$ cat config.mk
export PLATFORM = sky130hd
export DESIGN_NAME = affine_schedule_controller_flat
export DESIGN_NICKNAME = d
export VERILOG_FILES = /design/src/rtl/affine_ctrl_pkg.sv /design/src/rtl/affine_schedule_controller_if.sv /design/src/rtl/affine_ctrl_level.sv /design/src/rtl/affine_schedule_controller.sv /design/src/flat_wrapper.sv
export SDC_FILE = /design/constraint.sdc
export NUM_CORES = 1
export LEC_CHECK = 0
export ABC_AREA = 1
export BUFFER_PORTS_ARGS = -buffer_cell sky130_fd_sc_hd__buf_2
export CORE_MARGIN = 3
export CORE_UTILIZATION = 50
export DETAILED_ROUTE_END_ITERATION = 6
export HOLD_SLACK_MARGIN = 0.15
export MAX_ROUTING_LAYER = met4
export PLACE_DENSITY = 0.76
export SETUP_SLACK_MARGIN = 0.1
export SLEW_MARGIN = 30
export SYNTH_ARGS = -nofsm -noshare
export SYNTH_HDL_FRONTEND = slang
export SYNTH_SLANG_ARGS = --single-unit
$ cat constraint.sdc
create_clock -name clk -period 7.35 [get_ports clk]
set_input_delay 1.47 -clock clk [delete_from_list [all_inputs] [get_ports clk]]
set_output_delay 1.47 -clock clk [all_outputs]
set_load 0.005 [all_outputs]
$ cat src/rtl/affine_ctrl_pkg.sv
// Shared types for the affine schedule controller.
//   NUM_DIMS    loop-nest depth; index 0 is the outermost level
//   CTR_W       width of each iteration variable and extent field
//   TIME_W      width of the cycle counter, offset, strides and schedule times
//   sched_cfg_t schedule configuration bundle (offset, per-level extent and stride)
package affine_ctrl_pkg;

    localparam int NUM_DIMS = 3;
    localparam int CTR_W    = 16;
    localparam int TIME_W   = 32;

    typedef logic [CTR_W-1:0]  ctr_t;
    typedef logic [TIME_W-1:0] time_t;

    typedef ctr_t  [NUM_DIMS-1:0] ctr_vec_t;
    typedef time_t [NUM_DIMS-1:0] time_vec_t;

    typedef struct packed {
        time_t    offset;
        ctr_vec_t extent;
        time_vec_t stride;
    } sched_cfg_t;

endpackage

$ cat src/rtl/affine_schedule_controller_if.sv
// Port bundle between the schedule config / buffer side and the controller.
//   flush     synchronous restart of the schedule state
//   en        global advance enable
//   cfg       schedule configuration (sampled only on rst or flush)
//   valid     fire strobe towards the buffer wen/ren
//   ctrl_vars iteration vector towards the buffer address logic
//   done      sticky, set once the final iteration has fired
// master: drives flush/en/cfg and observes the outputs; slave: the controller.
interface affine_schedule_controller_if;
    import affine_ctrl_pkg::*;

    logic       flush;
    logic       en;
    sched_cfg_t cfg;
    logic       valid;
    ctr_vec_t   ctrl_vars;
    logic       done;

    modport master (
        output flush, en, cfg,
        input  valid, ctrl_vars, done
    );

    modport slave (
        input  flush, en, cfg,
        output valid, ctrl_vars, done
    );

endinterface

$ cat src/rtl/affine_ctrl_level.sv
// One level of the affine loop nest: holds the iteration variable and the
// schedule time of (outer vars, this var, inner vars all zero).
//   clk          clock
//   restart      synchronous restart (rst or flush)
//   fire         an iteration fired and the nest is not yet exhausted
//   carry_in     every inner level is saturated
//   extent       trip count minus 1 for this level
//   restart_time schedule offset loaded on restart
//   t            new time chosen by the advancing level
//   sat          variable has reached its extent
//   ctr          current variable value
//   lvl_time     schedule time at which this level's current value began
module affine_ctrl_level
    import affine_ctrl_pkg::*;
(
    input  logic  clk,
    input  logic  restart,
    input  logic  fire,
    input  logic  carry_in,
    input  ctr_t  extent,
    input  time_t restart_time,
    input  time_t t,
    output logic  sat,
    output ctr_t  ctr,
    output time_t lvl_time
);

    assign sat = (ctr >= extent);

    // With carry_in high this level is either the advancing level k
    // (not saturated) or one of the inner levels that wrap back to 0.
    always_ff @(posedge clk) begin
        if (restart) begin
            ctr      <= '0;
            lvl_time <= restart_time;
        end else if (fire && carry_in) begin
            ctr      <= sat ? '0 : ctr + ctr_t'(1);
            lvl_time <= t;
        end
    end

endmodule

$ cat src/rtl/affine_schedule_controller.sv
// Drives wen/ren and ctrl_vars for one unified-buffer port by walking an
// affine loop nest: each iteration fires when the free-running cycle count
// reaches offset + sum(stride[i] * var[i]), computed incrementally.
//   clk  clock
//   rst  synchronous active-high reset
//   bus  slave side of affine_schedule_controller_if
module affine_schedule_controller
    import affine_ctrl_pkg::*;
(
    input  logic                          clk,
    input  logic                          rst,
    affine_schedule_controller_if.slave   bus
);

    logic      restart;
    time_t     cyc;
    time_t     next_time;
    logic      done_q;
    ctr_vec_t  shadow_extent;
    time_vec_t shadow_stride;

    logic [NUM_DIMS-1:0] sat;
    logic [NUM_DIMS-1:0] carry;
    ctr_vec_t            vars;
    time_vec_t           lvl_time;
    time_t               t_next;
    logic                all_sat;
    logic                valid;
    logic                advance;

    assign restart = rst | bus.flush;

    // carry[i]: every level inside i is saturated
    assign carry[NUM_DIMS-1] = 1'b1;
    for (genvar i = 0; i < NUM_DIMS-1; i++) begin : g_carry
        assign carry[i] = carry[i+1] & sat[i+1];
    end

    assign all_sat = carry[0] & sat[0];

    // Priority encoder: the innermost unsaturated level wins because it is
    // assigned last. The default only matters when all levels are
    // saturated, and then no level consumes t_next.
    always_comb begin
        t_next = lvl_time[NUM_DIMS-1] + shadow_stride[NUM_DIMS-1];
        for (int i = 0; i < NUM_DIMS; i++) begin
            if (!sat[i]) begin
                t_next = lvl_time[i] + shadow_stride[i];
            end
        end
    end

    // Gating with restart suppresses the pulse in the abort cycle itself.
    assign valid   = bus.en && !done_q && !restart && (cyc >= next_time);
    assign advance = valid && !all_sat;

    for (genvar i = 0; i < NUM_DIMS; i++) begin : g_lvl
        affine_ctrl_level u_lvl (
            .clk          (clk),
            .restart      (restart),
            .fire         (advance),
            .carry_in     (carry[i]),
            .extent       (shadow_extent[i]),
            .restart_time (bus.cfg.offset),
            .t            (t_next),
            .sat          (sat[i]),
            .ctr          (vars[i]),
            .lvl_time     (lvl_time[i])
        );
    end

    always_ff @(posedge clk) begin
        if (restart) begin
            cyc           <= '0;
            next_time     <= bus.cfg.offset;
            done_q        <= 1'b0;
            shadow_extent <= bus.cfg.extent;
            shadow_stride <= bus.cfg.stride;
        end else if (bus.en) begin
            cyc <= cyc + time_t'(1);
            if (valid) begin
                if (all_sat) begin
                    done_q <= 1'b1;
                end else begin
                    next_time <= t_next;
                end
            end
        end
    end

    assign bus.valid     = valid;
    assign bus.ctrl_vars = vars;
    assign bus.done      = done_q;

endmodule

$ cat src/flat_wrapper.sv
// flat-port wrapper written by rule: the top's interface ports become plain ports
module affine_schedule_controller_flat import affine_ctrl_pkg::*;
  (clk, rst, bus_flush, bus_en, bus_cfg, bus_valid, bus_ctrl_vars, bus_done);
  affine_schedule_controller_if bus_i ();
  input  logic clk;
  input  logic rst;
  input wire logic [$bits(bus_i.flush)-1:0] bus_flush;
  input wire logic [$bits(bus_i.en)-1:0] bus_en;
  input wire logic [$bits(bus_i.cfg)-1:0] bus_cfg;
  output wire logic [$bits(bus_i.valid)-1:0] bus_valid;
  output wire logic [$bits(bus_i.ctrl_vars)-1:0] bus_ctrl_vars;
  output wire logic [$bits(bus_i.done)-1:0] bus_done;
  assign bus_i.flush = bus_flush;
  assign bus_i.en = bus_en;
  assign bus_i.cfg = bus_cfg;
  assign bus_valid = bus_i.valid;
  assign bus_ctrl_vars = bus_i.ctrl_vars;
  assign bus_done = bus_i.done;
  affine_schedule_controller u_core (.clk(clk), .rst(rst), .bus(bus_i));
endmodule
==> results of run 1 <==
[sequential cells by signal, summed over array words and instances, names as in the netlist]
name                         cells
u_core.g_lvl.u_lvl.lvl_time     96
u_core.shadow_stride            96
u_core.g_lvl.u_lvl.ctr          48
u_core.bus.done                  1
u_core.shadow_extent            48
u_core.cyc                      32
u_core.next_time                32
[final cells by class]
class / instances / share of cell area, %
multi-input cells: 2053 / 42.5
well taps: 592 / 2.87
repair buffers: 237 / 4.68
inverters: 450 / 6.61
clock inverters: 25 / 1.15
clock buffers: 49 / 4.25
flip-flops and latches: 353 / 38.0
[cell families after synthesis]
family                   synth area share [%]
AND/OR/NAND/NOR                          27.7
flip-flops                               43.2
buffers and inverters                    8.55
AO/OA/AOI/OAI                            7.13
adder cells (fa/ha/maj)                  10.0
XOR/XNOR                                 3.36
[worst max-delay path by stage]
stage / start / to / slack [ns] / depth (start not counted)
2_1_floorplan: bus_flush / u_core.shadow_extent[0]$_DFFE_PN_ / 0.77 / 4
3_3_place_gp: bus_flush / bus_valid / 2.18 / 8
3_5_place_dp: bus_flush / bus_valid / 2.17 / 8
4_1_cts: bus_flush / bus_valid / 2.13 / 8
5_1_grt: bus_flush / bus_valid / 1.97 / 8
6_report: bus_flush / bus_valid / 2.10 / 8
[per-layer routing]
layer / global-route usage [%] / up-vias
met2: 46.5 / 879
met5: - / -
li1: - / 9980
met4: 8.17 / 0
met3: 4.15 / 118
met1: 40.1 / 9577
[stage by stage]
step | hold WS (ns) | instances
after floorplan | 0.441 | 2903
after CTS | 0.502 | 3759
after global placement | 0.468 | 3685
after detailed placement | 0.489 | 3685
after global routing | 0.509 | 3759
final | 0.511 | 3759
[tightest hold or removal path, cell delays in order, from the launching register on]
cell	delay (ns)
dfxtp_1	0.34
inv_1	0.07
a21oi_1	0.06
[cells in the final DEF (no fill, tap or decap), drive strengths merged]
cell,count
nand4,60
fa,3
o211ai,8
a211oi,1
a221oi,1
clkbuf,49
a21oi,188
bufinv,5
nor2,247
clkinvlp,2
o21bai,12
edfxtp,272
dfxtp,81
nor3,40
a21o,7
nand3,210
o221a,1
nand2,903
nor3b,2
or2,5
and3,2
xnor2,31
inv,453
a31oi,8
xor2,56
and2,2
buf,237
nand3b,9
nor4,10
o21a,5
clkinv,15
ha,177
o21ai,63
nor4b,2
[report_power, final]
part / switching (uW) / leakage [uW] / total [uW] / internal (uW)
logic: 1120 / 0.00837 / 1630 / 508
registers: 87.5 / 0.00344 / 2450 / 2360
clock network: 884 / 0.000687 / 2130 / 1250
==> flow_metrics.env, run 1 <==
export IMPL_p_leak_uw=0.0125
export IMPL_min_path_cells=2
export IMPL_slew_violations=0
export IMPL_numCtsBuffers=40
export IMPL_wl_mm=69.6
export IMPL_met3_length_mm=6.12
export IMPL_synthCells=2903
export IMPL_crit_path_top_delay_cell="buf_4"
export IMPL_place_ws_ns=2.17
export IMPL_seq_area_frac_synth_pct=43.2
export IMPL_p_per_area_mw_per_mm2=241
export IMPL_path_clk_slew_ns=0.06
export IMPL_fin_crit_sh_pct=71.4
export IMPL_arrival_ns=3.78
export IMPL_rows=77
export IMPL_layout_area_seq_mm2=0.00979
export IMPL_min_path_type="reg2reg"
export IMPL_irDropWorstVdd_mv=0.183
export IMPL_status="complete, but fails checks"
export IMPL_syn_avg_cell_area_um2=7.81
export IMPL_cap_violations=0
export IMPL_max_slew_worst_pin_slew_ns=0.943
export IMPL_synthTopCellsByCount="nand2_1 (890), inv_1 (444), edfxtp_1 (272), nor2_1 (241), nand3_1 (204)"
export IMPL_nNetsFinal=3495
export IMPL_max_freq_ghz=0.191
export IMPL_crit_required_ns=5.88
export IMPL_rsz0062_at_grt="false"
export IMPL_finalClockSkew_ns=0.0328
export IMPL_met1_length_mm=30.1
export IMPL_first_pass_iters=7
export IMPL_power_uw=6210
export IMPL_r2r_end="u_core.g_lvl[0].u_lvl.lvl_time[13]$_DFFE_PP_"
export IMPL_grt_pass1_vias=19600
export IMPL_r2r_slack_ns=3.15
export IMPL_ctsResizeCount=0
export IMPL_stdcell_area_mm2=0.0258
export IMPL_cp_cell_sequence="buf_2, nor2_4, buf_4, inv_8, nor3_1, nand2_2, clkinv_2, buf_2"
export IMPL_maxUsedRoutingLayer="met4"
export IMPL_violations="DRC"
export IMPL_syn_to_final_growth_pct=13.7
export IMPL_via_per_inst=5.47
export IMPL_grt_pass1_wl_mm=106
export IMPL_fillers=3999
export IMPL_drcViolationCount=1
export IMPL_fin_util_pct=57.9
export IMPL_track_usage_pct=29.5
export IMPL_cts_sinks=353
export IMPL_yosysWarnings=0
export IMPL_synth_distinct_cells=48
export IMPL_slew_headroom_pct=36.9
export IMPL_finalHoldViolCount=0
export IMPL_cts_root_buf="clkbuf_16"
export IMPL_end_kind="primary output"
export IMPL_die_width_um=219
export IMPL_rr_startpoint="u_core.g_lvl[1].u_lvl.ctr[0]$_SDFFE_PN0P_"
export IMPL_drive_above_1_share_pct=11.3
export IMPL_clock_latency_ns=0.59
export IMPL_core_mm2=0.0445
export IMPL_antenna_found_initial=0
export IMPL_netlist_top_cells_area="edfxtp_1 (36%), nand2_1 (15%), ha_1 (9.8%), inv_1 (7.4%), dfxtp_1 (7.2%)"
export IMPL_setup_tns_ns=0
export IMPL_tritoncts="built"
export IMPL_synth_top_area_share_pct=36.0
export IMPL_grt_start_max_net_pins=129
export IMPL_gp_congestion=1.00
export IMPL_yosys_register_bits=353
export IMPL_dp_hpwl_mm=53.7
export IMPL_vias=20600
export IMPL_antenna_left=0
export IMPL_rr_worst_depth=11
export IMPL_drtIter0Drc=2224
export IMPL_crit_buf_inv=5
export IMPL_critPathLaunchType="input port"
export IMPL_slowest_delay_ns=0.54
export IMPL_hold_path_startpoint="u_core.cyc[27]$_SDFFE_PN0P_"
export IMPL_gr_total_overflow=0
export IMPL_async_reset_ff_share_pct=0
export IMPL_postPlaceCellArea_mm2=0.0244
export IMPL_pin_count=230
export IMPL_htreeDepth=2
export IMPL_yosysMostFrequentCell="nand2_1"
export IMPL_cts_buffer_depth=3
export IMPL_die_area_mm2=0.0479
export IMPL_fp_dieH_um=219
export IMPL_timing_final_ws_setup_ns=2.10
export IMPL_crit_fanout=128
export IMPL_cts_setup_buffers=0
export IMPL_netlist_area_mm2=0.0227
export IMPL_antenna_cells=0
export IMPL_synth_edf_count=272
export IMPL_finalSetupViolations=0
export IMPL_critPathKind="in2out"
export IMPL_cts_hold_buf=0
export IMPL_io_buffer_count=229
export IMPL_yosysTopAreaCell="edfxtp_1"
export IMPL_syn_num_nets=3263
export IMPL_met2_length_mm=31.8
export IMPL_wire_per_inst_um=18.5
export IMPL_min_to="u_core.cyc[27]$_SDFFE_PN0P_"
export IMPL_cpMostUsedCell="buf_2"
export IMPL_layout_min_cycle_time_ns=5.25
export IMPL_multi_input_area_mm2=0.0109
export IMPL_synth_flop_cell="edfxtp_1"
export IMPL_start_util_pct=50.9
export IMPL_cp_top_family="buffers and inverters"
(Power assumes the default switching activity.)
==> inputs of run 2 (changes only) <==
--- a/config.mk
+++ b/config.mk
@@ -12,7 +12,7 @@
 export DETAILED_ROUTE_END_ITERATION = 6
 export HOLD_SLACK_MARGIN = 0.15
 export MAX_ROUTING_LAYER = met4
-export PLACE_DENSITY = 0.76
+export PLACE_DENSITY = 0.79
 export SETUP_SLACK_MARGIN = 0.1
 export SLEW_MARGIN = 30
 export SYNTH_ARGS = -nofsm -noshare
==> constraint.sdc (replaced) <==
create_clock -name clk -period 4.45 [get_ports clk]
set_input_delay 0.89 -clock clk [delete_from_list [all_inputs] [get_ports clk]]
set_output_delay 0.89 -clock clk [all_outputs]
set_load 0.005 [all_outputs]
==> flow_metrics.env, run 2 (same netlist as run 1, synthesis figures left out) <==
export IMPL_start_util_pct=50.9
export IMPL_layout_area_seq_mm2=0.00979
export IMPL_grt_pass1_vias=18600
export IMPL_multi_input_area_mm2=0.0109
export IMPL_drive_above_1_share_pct=11.3
export IMPL_dp_hpwl_mm=49.2
export IMPL_tritoncts="built"
export IMPL_p_per_area_mw_per_mm2=387
export IMPL_htreeDepth=2
export IMPL_gr_total_overflow=0
export IMPL_grtUsageMet2_pct=44.1
export IMPL_nNetsFinal=3499
export IMPL_cpMostUsedCell="nand2_1"
export IMPL_end_kind="primary output"
export IMPL_worstSetupPathDepth=11
export IMPL_crit_fanout=21
export IMPL_drcViolationCount=0
export IMPL_ctsResizeCount=0
export IMPL_path_clk_slew_ns=0.06
export IMPL_die_width_um=219
export IMPL_rows=77
export IMPL_rr_worst_depth=11
export IMPL_first_pass_iters=7
export IMPL_fp_dieH_um=219
export IMPL_layout_min_cycle_time_ns=3.71
export IMPL_die_area_mm2=0.0479
export IMPL_max_slew_worst_pin_slew_ns=0.904
export IMPL_p_leak_uw=0.0125
export IMPL_cts_sinks=353
export IMPL_finalHoldViolCount=0
export IMPL_antenna_found_initial=4
export IMPL_track_usage_pct=27.3
export IMPL_core_mm2=0.0445
export IMPL_antenna_left=0
export IMPL_arrival_ns=2.82
export IMPL_min_path_cells=2
export IMPL_dp_cells=3689
export IMPL_crit_required_ns=3.56
export IMPL_slew_violations=0
export IMPL_slowest_delay_ns=0.46
export IMPL_numCtsBuffers=40
export IMPL_drtIter0Drc=1822
export IMPL_syn_to_final_growth_pct=13.8
export IMPL_pin_count=230
export IMPL_critPathLaunchType="flop"
export IMPL_fin_crit_sh_pct=83.4
export IMPL_finalClockSkew_ns=0.0303
export IMPL_io_buffer_count=229
export IMPL_crit_buf_inv=2
export IMPL_cp_top_family="simple AND/OR/NAND/NOR gates"
export IMPL_via_per_inst=5.27
export IMPL_cts_root_buf="clkbuf_16"
export IMPL_critPathKind="reg2out"
export IMPL_slew_headroom_pct=39.7
export IMPL_globalRouteMet3Util_pct=3.56
export IMPL_finalSetupViolations=0
export IMPL_gp_congestion=0.978
export IMPL_setup_tns_ns=0
export IMPL_grt_pass1_wl_mm=99.5
export IMPL_max_freq_ghz=0.269
export IMPL_clock_latency_ns=0.57
export IMPL_rsz0062_at_grt="false"
export IMPL_crit_path_top_delay_cell="dfxtp_1"
export IMPL_cts_setup_buffers=0
export IMPL_fillers=4106
export IMPL_cap_violations=0
export IMPL_cp_cell_sequence="ha_1, a21o_1, a21oi_1, nor2_1, nor2_1, nand2_1, nand2_1, nand2_1, nand2_2, clkinv_2, buf_2"
export IMPL_wire_per_inst_um=16.9
export IMPL_vias=19900
export IMPL_gr_usage_met1_pct=35.8
export IMPL_irDropWorstVdd_mv=0.309
export IMPL_cts_hold_buf=0
export IMPL_finalNonFillerCells=3766
export IMPL_final_cell_mix="nand2_1 (890), inv_1 (443), edfxtp_1 (272)"
export IMPL_grt_busiest_layer="met2"
export IMPL_cts_buffer_depth=3
export IMPL_status="completed"
export IMPL_wl_mm=63.5
export IMPL_min_path_type="reg2reg"
export IMPL_reg_top3="u_core.g_lvl.u_lvl.lvl_time (96), u_core.shadow_stride (96)"
export IMPL_final_common_cell="nand2_1"
export IMPL_grt_start_max_net_pins=174
run 2: per-stage QoR:
step | area [um^2] | power, uW | worst slack (ns) | utilization (%) | hold slack (ns)
2_1_floorplan | 22700 | 5790 | 0.713 | - | 0.441
3_3_place_gp | 24400 | 6590 | 1.11 | 54.9 | 0.465
3_5_place_dp | 24400 | 6610 | 1.09 | 54.9 | 0.466
4_1_cts | 25800 | 10000 | 0.746 | 57.9 | 0.462
5_1_grt | 25800 | 10500 | 0.507 | 58.0 | 0.475
6_report | 25800 | 9980 | 0.738 | 58.0 | 0.481
run 2: worst reg2reg max path, cell delays in order (launching register included):
cell     delay (ns)
dfxtp_1        0.49
inv_1          0.17
ha_1           0.31
nand2_1        0.05
nor4_1         0.23
nand2_1        0.11
nand3_2        0.36
nand2_2        0.19
inv_2          0.33
nand3_4        0.27
nand2_1        0.15
buf_4          0.39
run 2: layer usage:
layer  up-vias  share of wire (%)
met4         0                3.4
met5         -                  0
met3       112                7.4
li1       9991                  -
met1      8988                 43
met2       760                 47
run 2: layout make-up:
class,instances,share of cell area [%]
sequential,353,37.9
tap,592,2.87
timing repair buffer,241,4.84
clock inverter,23,0.878
clock buffer,50,4.39
multi-input combinational,2053,42.4
inverter,450,6.60
antenna,4,0.0388
run 2: path summary, 6_finish.rpt:
check | startpoint | to | slack, ns
worst max-delay path | u_core.cyc[3]$_SDFFE_PN0P_ | bus_valid | 0.74
worst min-delay path | u_core.cyc[27]$_SDFFE_PN0P_ | u_core.cyc[27]$_SDFFE_PN0P_ | 0.48
worst max register to register | u_core.g_lvl[1].u_lvl.ctr[0]$_SDFFE_PN0P_ | u_core.g_lvl[0].u_lvl.lvl_time[27]$_DFFE_PP_ | 0.98
worst min register to register | u_core.cyc[27]$_SDFFE_PN0P_ | u_core.cyc[27]$_SDFFE_PN0P_ | 0.48
run 2: report_power, final:
| part | internal, uW | total [uW] | switching [uW] |
|---|---|---|---|
| sequential | 3900 | 4020 | 129 |
| combinational | 837 | 2570 | 1730 |
| clock | 2000 | 3390 | 1390 |
| total | 6730 | 9980 | 3250 |
==> inputs of run 3 (changes only) <==
==> constraint.sdc (replaced) <==
create_clock -name clk -period 2.98 [get_ports clk]
set_input_delay 0.596 -clock clk [delete_from_list [all_inputs] [get_ports clk]]
set_output_delay 0.596 -clock clk [all_outputs]
set_load 0.005 [all_outputs]
==> flow_metrics.env, run 3 (same netlist as run 1, synthesis figures left out) <==
export IMPL_cts_sinks=353
export IMPL_clkPwrFrac_pct=34.1
export IMPL_numCtsBuffers=40
export IMPL_status="completed"
export IMPL_cts_root_buf="clkbuf_16"
export IMPL_gr_total_overflow=0
export IMPL_pwr_share_comb_pct=25.8
export IMPL_via_per_inst=5.33
export IMPL_setup_tns_ns=0
export IMPL_p_leak_uw=0.0128
export IMPL_irDropWorstVdd_mv=0.630
export IMPL_fin_crit_sh_pct=94.5
export IMPL_min_path_type="in2reg"
export IMPL_final_cell_mix="nand2_1 (883), inv_1 (440), edfxtp_1 (272)"
export IMPL_stdcell_area_mm2=0.0264
export IMPL_vias=20300
export IMPL_critPathLaunchType="flop"
export IMPL_hold_path_startpoint="bus_cfg[143]"
export IMPL_rr_worst_depth=16
export IMPL_met3_length_mm=6.59
export IMPL_p_switching_uw=4930
export IMPL_critPathKind="reg2out"
export IMPL_antenna_left=0
export IMPL_max_slew_worst_pin_slew_ns=0.881
export IMPL_clock_latency_ns=0.57
export IMPL_drtIter0Drc=2006
export IMPL_slew_headroom_pct=41.3
export IMPL_nNetsFinal=3547
export IMPL_grt_pass1_wl_mm=101
export IMPL_met2_length_mm=30.2
export IMPL_pwr_share_seq_pct=40.1
export IMPL_core_mm2=0.0445
export IMPL_syn_to_final_growth_pct=16.4
export IMPL_fp_dieH_um=219
export IMPL_p_per_area_mw_per_mm2=571
export IMPL_finalHoldViolCount=0
export IMPL_dp_hpwl_mm=50.0
export IMPL_arrival_ns=2.22
export IMPL_first_pass_iters=5
export IMPL_layout_min_cycle_time_ns=2.82
export IMPL_finalSetupViolations=0
export IMPL_fin_util_pct=59.3
export IMPL_cp_cell_sequence="inv_2, ha_4, a21oi_1, nor2_1, nor2_2, nand3_2, nor2_4, nand2_1, nand2_2, clkinv_4, buf_6"
export IMPL_end_kind="primary output"
export IMPL_start_util_pct=50.9
export IMPL_finalClockSkew_ns=0.0130
export IMPL_cap_violations=0
export IMPL_drive_above_1_share_pct=13.6
export IMPL_switching_share_pct=32.7
export IMPL_cts_hold_buf=0
export IMPL_die_width_um=219
export IMPL_met1_length_mm=26.3
export IMPL_reg_top3="u_core.g_lvl.u_lvl.lvl_time (96), u_core.shadow_stride (96)"
export IMPL_htreeDepth=2
export IMPL_cts_buffer_depth=3
export IMPL_crit_path_top_delay_cell="edfxtp_1"
export IMPL_crit_fanout=2
export IMPL_wl_mm=65.3
export IMPL_grt_pass1_vias=18700
export IMPL_r2r_end="u_core.g_lvl[2].u_lvl.ctr[6]$_SDFFE_PN0P_"
export IMPL_gp_congestion=1.02
export IMPL_drcViolationCount=0
export IMPL_rr_startpoint="u_core.g_lvl[0].u_lvl.ctr[3]$_SDFFE_PN0P_"
export IMPL_final_common_cell="nand2_1"
export IMPL_slowest_delay_ns=0.38
export IMPL_grt_start_max_net_pins=82
export IMPL_rows=77
export IMPL_antenna_found_initial=9
export IMPL_crit_required_ns=2.38
export IMPL_slew_violations=0
export IMPL_wire_per_inst_um=17.1
export IMPL_intPower_uw=10200
export IMPL_postPlaceCellArea_mm2=0.0248
export IMPL_track_usage_pct=27.6
export IMPL_max_freq_ghz=0.355
export IMPL_maxUsedRoutingLayer="met4"
export IMPL_min_path_cells=1
export IMPL_r2r_slack_ns=0.27
export IMPL_io_buffer_count=229
export IMPL_die_area_mm2=0.0479
export IMPL_path_clk_slew_ns=0.07
export IMPL_pin_count=230
export IMPL_rsz0062_at_grt="true"
export IMPL_tritoncts="built"
export IMPL_min_to="u_core.shadow_extent[47]$_DFFE_PN_"
[run 3: worst max-delay path by stage]
stage,startpoint,endpoint,slack [ns],cells past startpoint
2_1_floorplan,u_core.g_lvl[1].u_lvl.ctr[7]$_SDFFE_PN0P_,u_core.g_lvl[0].u_lvl.lvl_time[0]$_DFFE_PP_,0.14,10
3_3_place_gp,u_core.shadow_stride[32]$_DFFE_PN_,u_core.g_lvl[0].u_lvl.lvl_time[26]$_DFFE_PP_,0.12,15
3_5_place_dp,u_core.shadow_stride[32]$_DFFE_PN_,u_core.g_lvl[0].u_lvl.lvl_time[26]$_DFFE_PP_,0.13,15
4_1_cts,u_core.next_time[29]$_DFFE_PP_,bus_valid,0.1,11
5_1_grt,u_core.next_time[29]$_DFFE_PP_,bus_valid,0.02,11
6_report,u_core.next_time[29]$_DFFE_PP_,bus_valid,0.16,11
[run 3: layout make-up]
cell class / count / area (um^2)
fill: 4024 / 18100
multi-input combinational: 2053 / 11100
sequential: 353 / 9800
inverter: 450 / 1710
timing repair buffer: 289 / 1690
clock buffer: 47 / 1050
tap: 592 / 741
clock inverter: 25 / 300
antenna: 10 / 25.0
[run 3: per-layer routing]
metal  vias to the layer above  GRT usage (%)
met5                         -              -
met1                      9117           35.6
met3                       124           5.21
li1                      10100              -
met4                         0           8.92
met2                      1005           44.1
[run 3: critical path, delay by kind of cell (launching register included)]
kind                     cells  cell delay [ns]
AND/OR/NAND/NOR              6             0.64
flip-flops                   1             0.38
buffers and inverters        3             0.28
adder cells (fa/ha/maj)      1             0.20
AO/OA/AOI/OAI                1             0.15
[run 3: what timing repair did]
item | CTS | global route
endpoints found under the setup margin | 5 | 52
gates cloned | 0 | 0
pin swaps | 3 | 12
gates resized for setup | 7 | 37
buffers inserted | 2 | 4
[run 3: through the flow]
stage | power, uW | hold WS (ns) | cells | worst slack, ns
floorplan | 8650 | 0.441 | 2903 | 0.144
global placement | 9840 | 0.474 | 3731 | 0.120
detailed placement | 9880 | 0.483 | 3731 | 0.126
CTS | 15100 | 0.167 | 3805 | 0.0993
global route | 15900 | 0.169 | 3818 | 0.0189
finish | 15100 | 0.197 | 3819 | 0.162
[run 3: power groups by stage]
| stage | Clock, uW | Combinational (uW) | Sequential (uW) |
|---|---|---|---|
| global placement | 0 | 3690 | 6150 |
| CTS | 5230 | 3770 | 6050 |
| detailed placement | 0 | 3730 | 6150 |
| global route | 5450 | 4340 | 6070 |
| finish | 5140 | 3890 | 6050 |
| floorplan | 0 | 2640 | 6010 |
